`src/rtl/scr_pkg.sv`:
```
// Shared state encoding and scrambler constants for the frame sequencer.
// The scrambler itself lives outside this block; only its seed and taps are recorded here.
package scr_pkg;

  typedef enum logic [2:0] {
    IDLE,
    SEED,
    PRE,
    PAY,
    TAIL
  } state_t;

  localparam logic [6:0] SCR_SEED  = 7'b1010000;
  localparam int         SCR_TAP_A = 6;
  localparam int         SCR_TAP_B = 3;

endpackage

```
`src/rtl/scrambler_frame_ctrl_if.sv`:
```
// Payload byte stream from the MAC side: valid/ready handshake with end-of-frame marker.
interface scrambler_frame_ctrl_if;

  logic       valid;
  logic [7:0] data;
  logic       last;
  logic       ready;

  modport master (output valid, data, last, input ready);
  modport slave  (input valid, data, last, output ready);

endinterface

```
`src/rtl/scr_byte_serializer.sv`:
```
// One-byte holding register feeding an 8-bit LSB-first shifter; flags an empty hold at a byte boundary.
// Bytes are accepted only while enabled, the hold is empty and no last byte has been taken this frame.
module scr_byte_serializer (
  input  logic       clk,
  input  logic       reset,
  input  logic       clear,
  input  logic       rx_en,
  input  logic       boundary,
  input  logic       shift_en,
  input  logic       s_valid,
  input  logic [7:0] s_data,
  input  logic       s_last,
  output logic       s_ready,
  output logic       cur_bit,
  output logic       byte_end,
  output logic       cur_last,
  output logic       underrun
);

  logic [7:0] hold_data;
  logic [7:0] shift_data;
  logic       hold_full;
  logic       hold_last;
  logic       last_taken;
  logic       shift_last;
  logic [2:0] bit_cnt;
  logic       accept;
  logic       load;

  assign s_ready  = rx_en & ~hold_full & ~last_taken;
  assign accept   = s_valid & s_ready;
  assign load     = boundary & hold_full;
  assign underrun = boundary & ~hold_full;
  assign cur_bit  = shift_data[0];
  assign byte_end = (bit_cnt == 3'd7);
  assign cur_last = shift_last;

  always_ff @(posedge clk) begin
    if (reset || clear) begin
      hold_data  <= '0;
      hold_full  <= 1'b0;
      hold_last  <= 1'b0;
      last_taken <= 1'b0;
      shift_data <= '0;
      shift_last <= 1'b0;
      bit_cnt    <= '0;
    end else begin
      if (accept) begin
        hold_data <= s_data;
        hold_last <= s_last;
      end
      // A load empties the hold; a refill can only land once it is empty again.
      hold_full <= (hold_full & ~load) | accept;
      if (accept && s_last) begin
        last_taken <= 1'b1;
      end
      if (load) begin
        shift_data <= hold_data;
        shift_last <= hold_last;
        bit_cnt    <= '0;
      end else if (shift_en) begin
        shift_data <= {1'b0, shift_data[7:1]};
        bit_cnt    <= bit_cnt + 3'd1;
      end
    end
  end

endmodule

```
`src/rtl/scrambler_frame_ctrl.sv`:
```
// Frame sequencer: seed strobe, alternating preamble, LSB-first payload, zero flush tail.
// First frame bit two cycles after start; payload backpressured through a single holding byte.
module scrambler_frame_ctrl
  import scr_pkg::*;
#(
  parameter int PRE_LEN  = 16,
  parameter int TAIL_LEN = 7
) (
  input  logic                        clk,
  input  logic                        reset,
  input  logic                        start,
  output logic                        busy,
  scrambler_frame_ctrl_if.slave       s,
  output logic                        scr_reset,
  output logic                        scr_bit_in,
  input  logic                        scr_bit_out,
  output logic                        tx_bit,
  output logic                        tx_valid,
  output logic                        tx_sof,
  output logic                        tx_eof,
  output logic                        err_underrun,
  output logic [15:0]                 frame_count
);

  localparam logic [7:0] PRE_LAST  = 8'(PRE_LEN - 1);
  localparam logic [7:0] TAIL_LAST = 8'(TAIL_LEN - 1);

  state_t     state;
  state_t     state_nxt;
  logic [7:0] phase;
  logic [7:0] phase_nxt;
  logic       pre_end;
  logic       tail_end;
  logic       boundary;
  logic       rx_en;
  logic       start_ok;
  logic       cur_bit;
  logic       byte_end;
  logic       cur_last;
  logic       underrun;

  assign pre_end  = (state == PRE) && (phase == PRE_LAST);
  assign tail_end = (state == TAIL) && (phase == TAIL_LAST);
  // Transfer points: entering payload, and each byte end unless that byte closed the frame.
  assign boundary = pre_end | ((state == PAY) & byte_end & ~cur_last);
  assign rx_en    = (state == SEED) | (state == PRE) | (state == PAY);
  assign start_ok = (state == IDLE) & start;
  assign tx_bit   = scr_bit_out;

  scr_byte_serializer u_ser (
    .clk      (clk),
    .reset    (reset),
    .clear    (state == IDLE),
    .rx_en    (rx_en),
    .boundary (boundary),
    .shift_en (state == PAY),
    .s_valid  (s.valid),
    .s_data   (s.data),
    .s_last   (s.last),
    .s_ready  (s.ready),
    .cur_bit  (cur_bit),
    .byte_end (byte_end),
    .cur_last (cur_last),
    .underrun (underrun)
  );

  always_comb begin
    state_nxt  = state;
    phase_nxt  = phase;
    busy       = 1'b1;
    scr_reset  = 1'b0;
    scr_bit_in = 1'b0;
    tx_valid   = 1'b0;
    tx_sof     = 1'b0;
    tx_eof     = 1'b0;
    case (state)
      IDLE: begin
        busy = 1'b0;
        if (start) begin
          state_nxt = SEED;
          phase_nxt = '0;
        end
      end
      SEED: begin
        scr_reset = 1'b1;
        state_nxt = PRE;
        phase_nxt = '0;
      end
      PRE: begin
        tx_valid   = 1'b1;
        tx_sof     = (phase == 8'd0);
        scr_bit_in = ~phase[0];
        if (pre_end) begin
          state_nxt = underrun ? TAIL : PAY;
          phase_nxt = '0;
        end else begin
          phase_nxt = phase + 8'd1;
        end
      end
      PAY: begin
        tx_valid   = 1'b1;
        scr_bit_in = cur_bit;
        if (byte_end && (cur_last || underrun)) begin
          state_nxt = TAIL;
          phase_nxt = '0;
        end
      end
      TAIL: begin
        tx_valid = 1'b1;
        tx_eof   = tail_end;
        if (tail_end) begin
          state_nxt = IDLE;
        end else begin
          phase_nxt = phase + 8'd1;
        end
      end
      default: begin
        state_nxt = IDLE;
      end
    endcase
  end

  always_ff @(posedge clk) begin
    if (reset) begin
      state        <= IDLE;
      phase        <= '0;
      err_underrun <= 1'b0;
      frame_count  <= '0;
    end else begin
      state <= state_nxt;
      phase <= phase_nxt;
      if (start_ok) begin
        err_underrun <= 1'b0;
      end else if (underrun) begin
        err_underrun <= 1'b1;
      end
      if (tail_end) begin
        frame_count <= frame_count + 16'd1;
      end
    end
  end

endmodule

```
`src/flat_wrapper.sv`:
```
// flat-port wrapper written by rule: the top's interface ports become plain ports
module scrambler_frame_ctrl_flat import scr_pkg::*;
#(
  parameter int PRE_LEN  = 16,
  parameter int TAIL_LEN = 7
)
  (clk, reset, start, busy, scr_reset, scr_bit_in, scr_bit_out, tx_bit, tx_valid, tx_sof, tx_eof, err_underrun, frame_count, s_valid, s_data, s_last, s_ready);
  scrambler_frame_ctrl_if s_i ();
  input  logic clk;
  input  logic reset;
  input  logic start;
  output logic busy;
  output logic scr_reset;
  output logic scr_bit_in;
  input  logic scr_bit_out;
  output logic tx_bit;
  output logic tx_valid;
  output logic tx_sof;
  output logic tx_eof;
  output logic err_underrun;
  output logic [15:0] frame_count;
  input wire logic [$bits(s_i.valid)-1:0] s_valid;
  input wire logic [$bits(s_i.data)-1:0] s_data;
  input wire logic [$bits(s_i.last)-1:0] s_last;
  output wire logic [$bits(s_i.ready)-1:0] s_ready;
  assign s_i.valid = s_valid;
  assign s_i.data = s_data;
  assign s_i.last = s_last;
  assign s_ready = s_i.ready;
  scrambler_frame_ctrl #(.PRE_LEN(PRE_LEN), .TAIL_LEN(TAIL_LEN)) u_core (.clk(clk), .reset(reset), .start(start), .busy(busy), .s(s_i), .scr_reset(scr_reset), .scr_bit_in(scr_bit_in), .scr_bit_out(scr_bit_out), .tx_bit(tx_bit), .tx_valid(tx_valid), .tx_sof(tx_sof), .tx_eof(tx_eof), .err_underrun(err_underrun), .frame_count(frame_count));
endmodule
```
`config.mk`:
```
export PLATFORM = sky130hd
export DESIGN_NAME = scrambler_frame_ctrl_flat
export DESIGN_NICKNAME = d
export VERILOG_FILES = /design/src/rtl/scr_pkg.sv /design/src/rtl/scrambler_frame_ctrl_if.sv /design/src/rtl/scr_byte_serializer.sv /design/src/rtl/scrambler_frame_ctrl.sv /design/src/flat_wrapper.sv
export SDC_FILE = /design/constraint.sdc
export NUM_CORES = 1
export LEC_CHECK = 0
export CAP_MARGIN = 20
export CORE_MARGIN = 8
export CORE_UTILIZATION = 45
export DETAILED_ROUTE_END_ITERATION = 16
export DONT_BUFFER_PORTS = 1
export HOLD_SLACK_MARGIN = 0.05
export PLACE_DENSITY_LB_ADDON = 0.2
export SETUP_SLACK_MARGIN = 0.5
export SLEW_MARGIN = 20
export SYNTH_ARGS = -nofsm -noshare
export SYNTH_HDL_FRONTEND = slang
export SYNTH_SLANG_ARGS = --single-unit
```
`constraint.sdc`:
```
create_clock -name clk -period 5.15 [get_ports clk]
set_input_delay 1.545 -clock clk [delete_from_list [all_inputs] [get_ports clk]]
set_output_delay 1.545 -clock clk [all_outputs]
set_load 0.02 [all_outputs]
```
==> summary.txt <==
Outcome -> finished, final reports clean
CP arrival -> 2.12 ns
Fmax -> 273 MHz
Post-route clock period utilization -> 71.2%
CTS root buf -> clkbuf_8
Syn_area_per_cell -> 8.09 µm²
Critical R2R Launch -> u_core.state[2]
Vias -> 2061
Worst EP required -> 3.61 ns
Leading register cell type out of synthesis -> dfxtp_1
Register bit total from synthesis -> 51
Routed len/inst -> 14.6 µm
Post-Layout Cell Count -> 366
Vias/cell -> 5.63
Hold_sp -> u_core.u_ser.hold_data[1]
CP max stage cell -> dfxtp_1
Register area share after synthesis -> 41.3%
Reg2reg end -> u_core.frame_count[13]
Vias in the first global route -> 1891
Pleak -> 0.000915 µW
Pre-antenna DRT Iters -> 4
Worst setup EP type -> primary output
H-tree depth -> 2
VDD IR max -> 0.256 mV
Final ANT Viol Nets -> 0
Port bufs -> 0
GP Congestion -> 0.815
Power after layout -> 845 µW
Hold path endpoint -> u_core.u_ser.hold_data[1]
Post-route cell area -> 2600 µm²
Most common cell after layout, fill and taps aside -> dfxtp_1
Final hold vios -> 0
Initial antenna violation count -> 0
CP Max Fanout -> 16
Residual DRC -> 0
Die Ht -> 90.2 µm
Crit-path cells -> or3b_1, nor3_1
Clk buf depth -> 2
Critical path class -> flop to primary output
Largest cells by area after synthesis -> dfxtp_1, nand3_1, nor2_1, a21oi_1, nand2_1
HPWL after detailed placement -> 3700 µm
HP Class -> flop to flop
CP top delay family -> simple AND/OR/NAND/NOR gates
Synth warn -> 0
CP max stage delay -> 0.64 ns
Most frequent cells in the layout -> dfxtp_1, nor2_1, nand2_1
DIE AREA -> 8130 µm²
PD cells -> 325 nW/µm²
WL final -> 5330 µm
Clk sinks -> 51
Row count -> 27
Core Area -> 5410 µm²
PostCTS Resize Cnt -> 0
# fillers -> 550
FF-to-FF path depth -> 5
Hold Path Depth -> 2
Layout cells sized above 1 -> 5.10%
First-pass GRT wire length -> 8890 µm
Pin count of the biggest net entering global routing -> 33
Final Setup Violations -> 0
Netlist cell types -> 43
CP startpoint kind -> flop
Max Cap Viol -> 0
Post-Syn Nets -> 326
Starting Density -> 45.8%
Max Clock Skew -> 0.00868 ns
Max-slew violations -> 0
Post-DP Area -> 2490 µm²
Reg2reg setup slack -> 2.65 ns
Shortest period the worst path allows -> 3.67 ns
Grt total ovfl -> 0
Post-CTS Hold Buffers -> 0
Share of the synthesized area in the top cell type -> 41.3%
Inst Count DP -> 358
Ports -> 39
Area delta synth->final -> 5.11%
CTS tree -> built
Cell taking the most area after synthesis -> dfxtp_1
Worst slew margin -> 25.7%
Layout Nets -> 313
Clock latency on the worst-skew pair -> 0.31 ns
Synth async-reset ratio -> 0%
Setup TNS -> 0 ns
Worst slew pin tran -> 1.10 ns
Cell area after synthesis -> 2470 µm²
Die X -> 90.2 µm
Clock slew seen by the registers of the worst setup and hold paths -> 0.10 ns
Post-synth EDFFs -> 0
Buf/Inv on CP -> 0
Gr usage total -> 12.9%
Mapped Cells -> 306
N_diodes -> 0
# Post-CTS Setup Buffers -> 0
RSZ-0062 raised after global routing -> no
Iteration-0 DRC Markers -> 122
Num CTS Buffers -> 5
[per-layer routing]
metal	vias to the layer above	global-route usage, %	wire length (µm)
met3	5	4.41	336
met2	53	19.7	2390
li1	1049	-	-
met4	0	4.58	48
met5	-	0	0
met1	954	16.5	2560
[sequential cells by signal (all words and copies together), names as in the netlist]
name,count
u_core.u_ser.cur_last,1
u_core.state,3
u_core.phase,8
u_core.u_ser.last_taken,1
u_core.u_ser.shift_data,8
u_core.u_ser.bit_cnt,3
u_core.u_ser.hold_full,1
u_core.u_ser.hold_data,8
u_core.u_ser.hold_last,1
u_core.err_underrun,1
u_core.frame_count,16
[final cells by class]
class                      count  area [µm²]  share of cell area (%)
multi-input combinational    228        1350                    51.7
inverter                       6        22.5                   0.866
clock buffer                   5        68.8                    2.65
tap                           72        90.1                    3.46
sequential                    51        1020                    39.2
timing repair buffer           1        7.51                   0.289
clock inverter                 3        46.3                    1.78
[synth_stat cells (3+ instances only)]
master / instances
dfxtp_1: 51
nor2_1: 37
nand2_1: 32
nand3_1: 30
a21oi_1: 24
clkbuf_1: 15
xnor2_1: 10
mux2i_1: 9
nor3_1: 9
nor4_1: 9
o21ai_0: 8
a211oi_1: 7
ha_1: 6
inv_1: 6
xor2_1: 6
nand4_1: 5
a31oi_1: 4
and4_1: 3
nand2b_1: 3
[where the power goes]
part / internal (µW) / total (µW) / switching, µW / leakage (µW)
Sequential: 404 / 422 / 17.9 / 0.000411
Clock: 147 / 288 / 141 / 0.0000548
Combinational: 37.2 / 136 / 98.8 / 0.000449
Total: 588 / 845 / 258 / 0.000915
[tightest hold or removal path, cell delays in order, from the launching register on]
cell	delay, ns
dfxtp_1	0.32
nand2_1	0.05
a21oi_1	0.05
[cells by family after synthesis]
logic type,share of synthesized area (%)
mux,3.64
buf+inv,4.65
flops,41.3
simple gates,28.9
fa+ha+maj,3.03
compound gates,12.9
xor+xnor,5.66
[how the worst max path moves through the flow]
stage / start / end / slack, ns / depth (start not counted)
after floorplan: scr_bit_out / tx_bit / 1.93 / 1
after global placement: u_core.state[2] / tx_eof / 1.90 / 2
after detailed placement: u_core.state[2] / tx_eof / 1.83 / 2
after CTS: u_core.state[2] / tx_eof / 1.47 / 2
after global routing: u_core.state[2] / tx_eof / 1.36 / 2
final: u_core.state[2] / tx_eof / 1.48 / 2
[stage by stage]
step	setup WS [ns]	hold WS, ns	utilization (%)
3_5_place_dp	1.83	0.450	46.0
6_report	1.48	0.460	48.1
2_1_floorplan	1.93	0.425	-
5_1_grt	1.36	0.484	48.1
4_1_cts	1.47	0.464	48.1
3_3_place_gp	1.90	0.445	46.0
(Power assumes the default switching activity.)
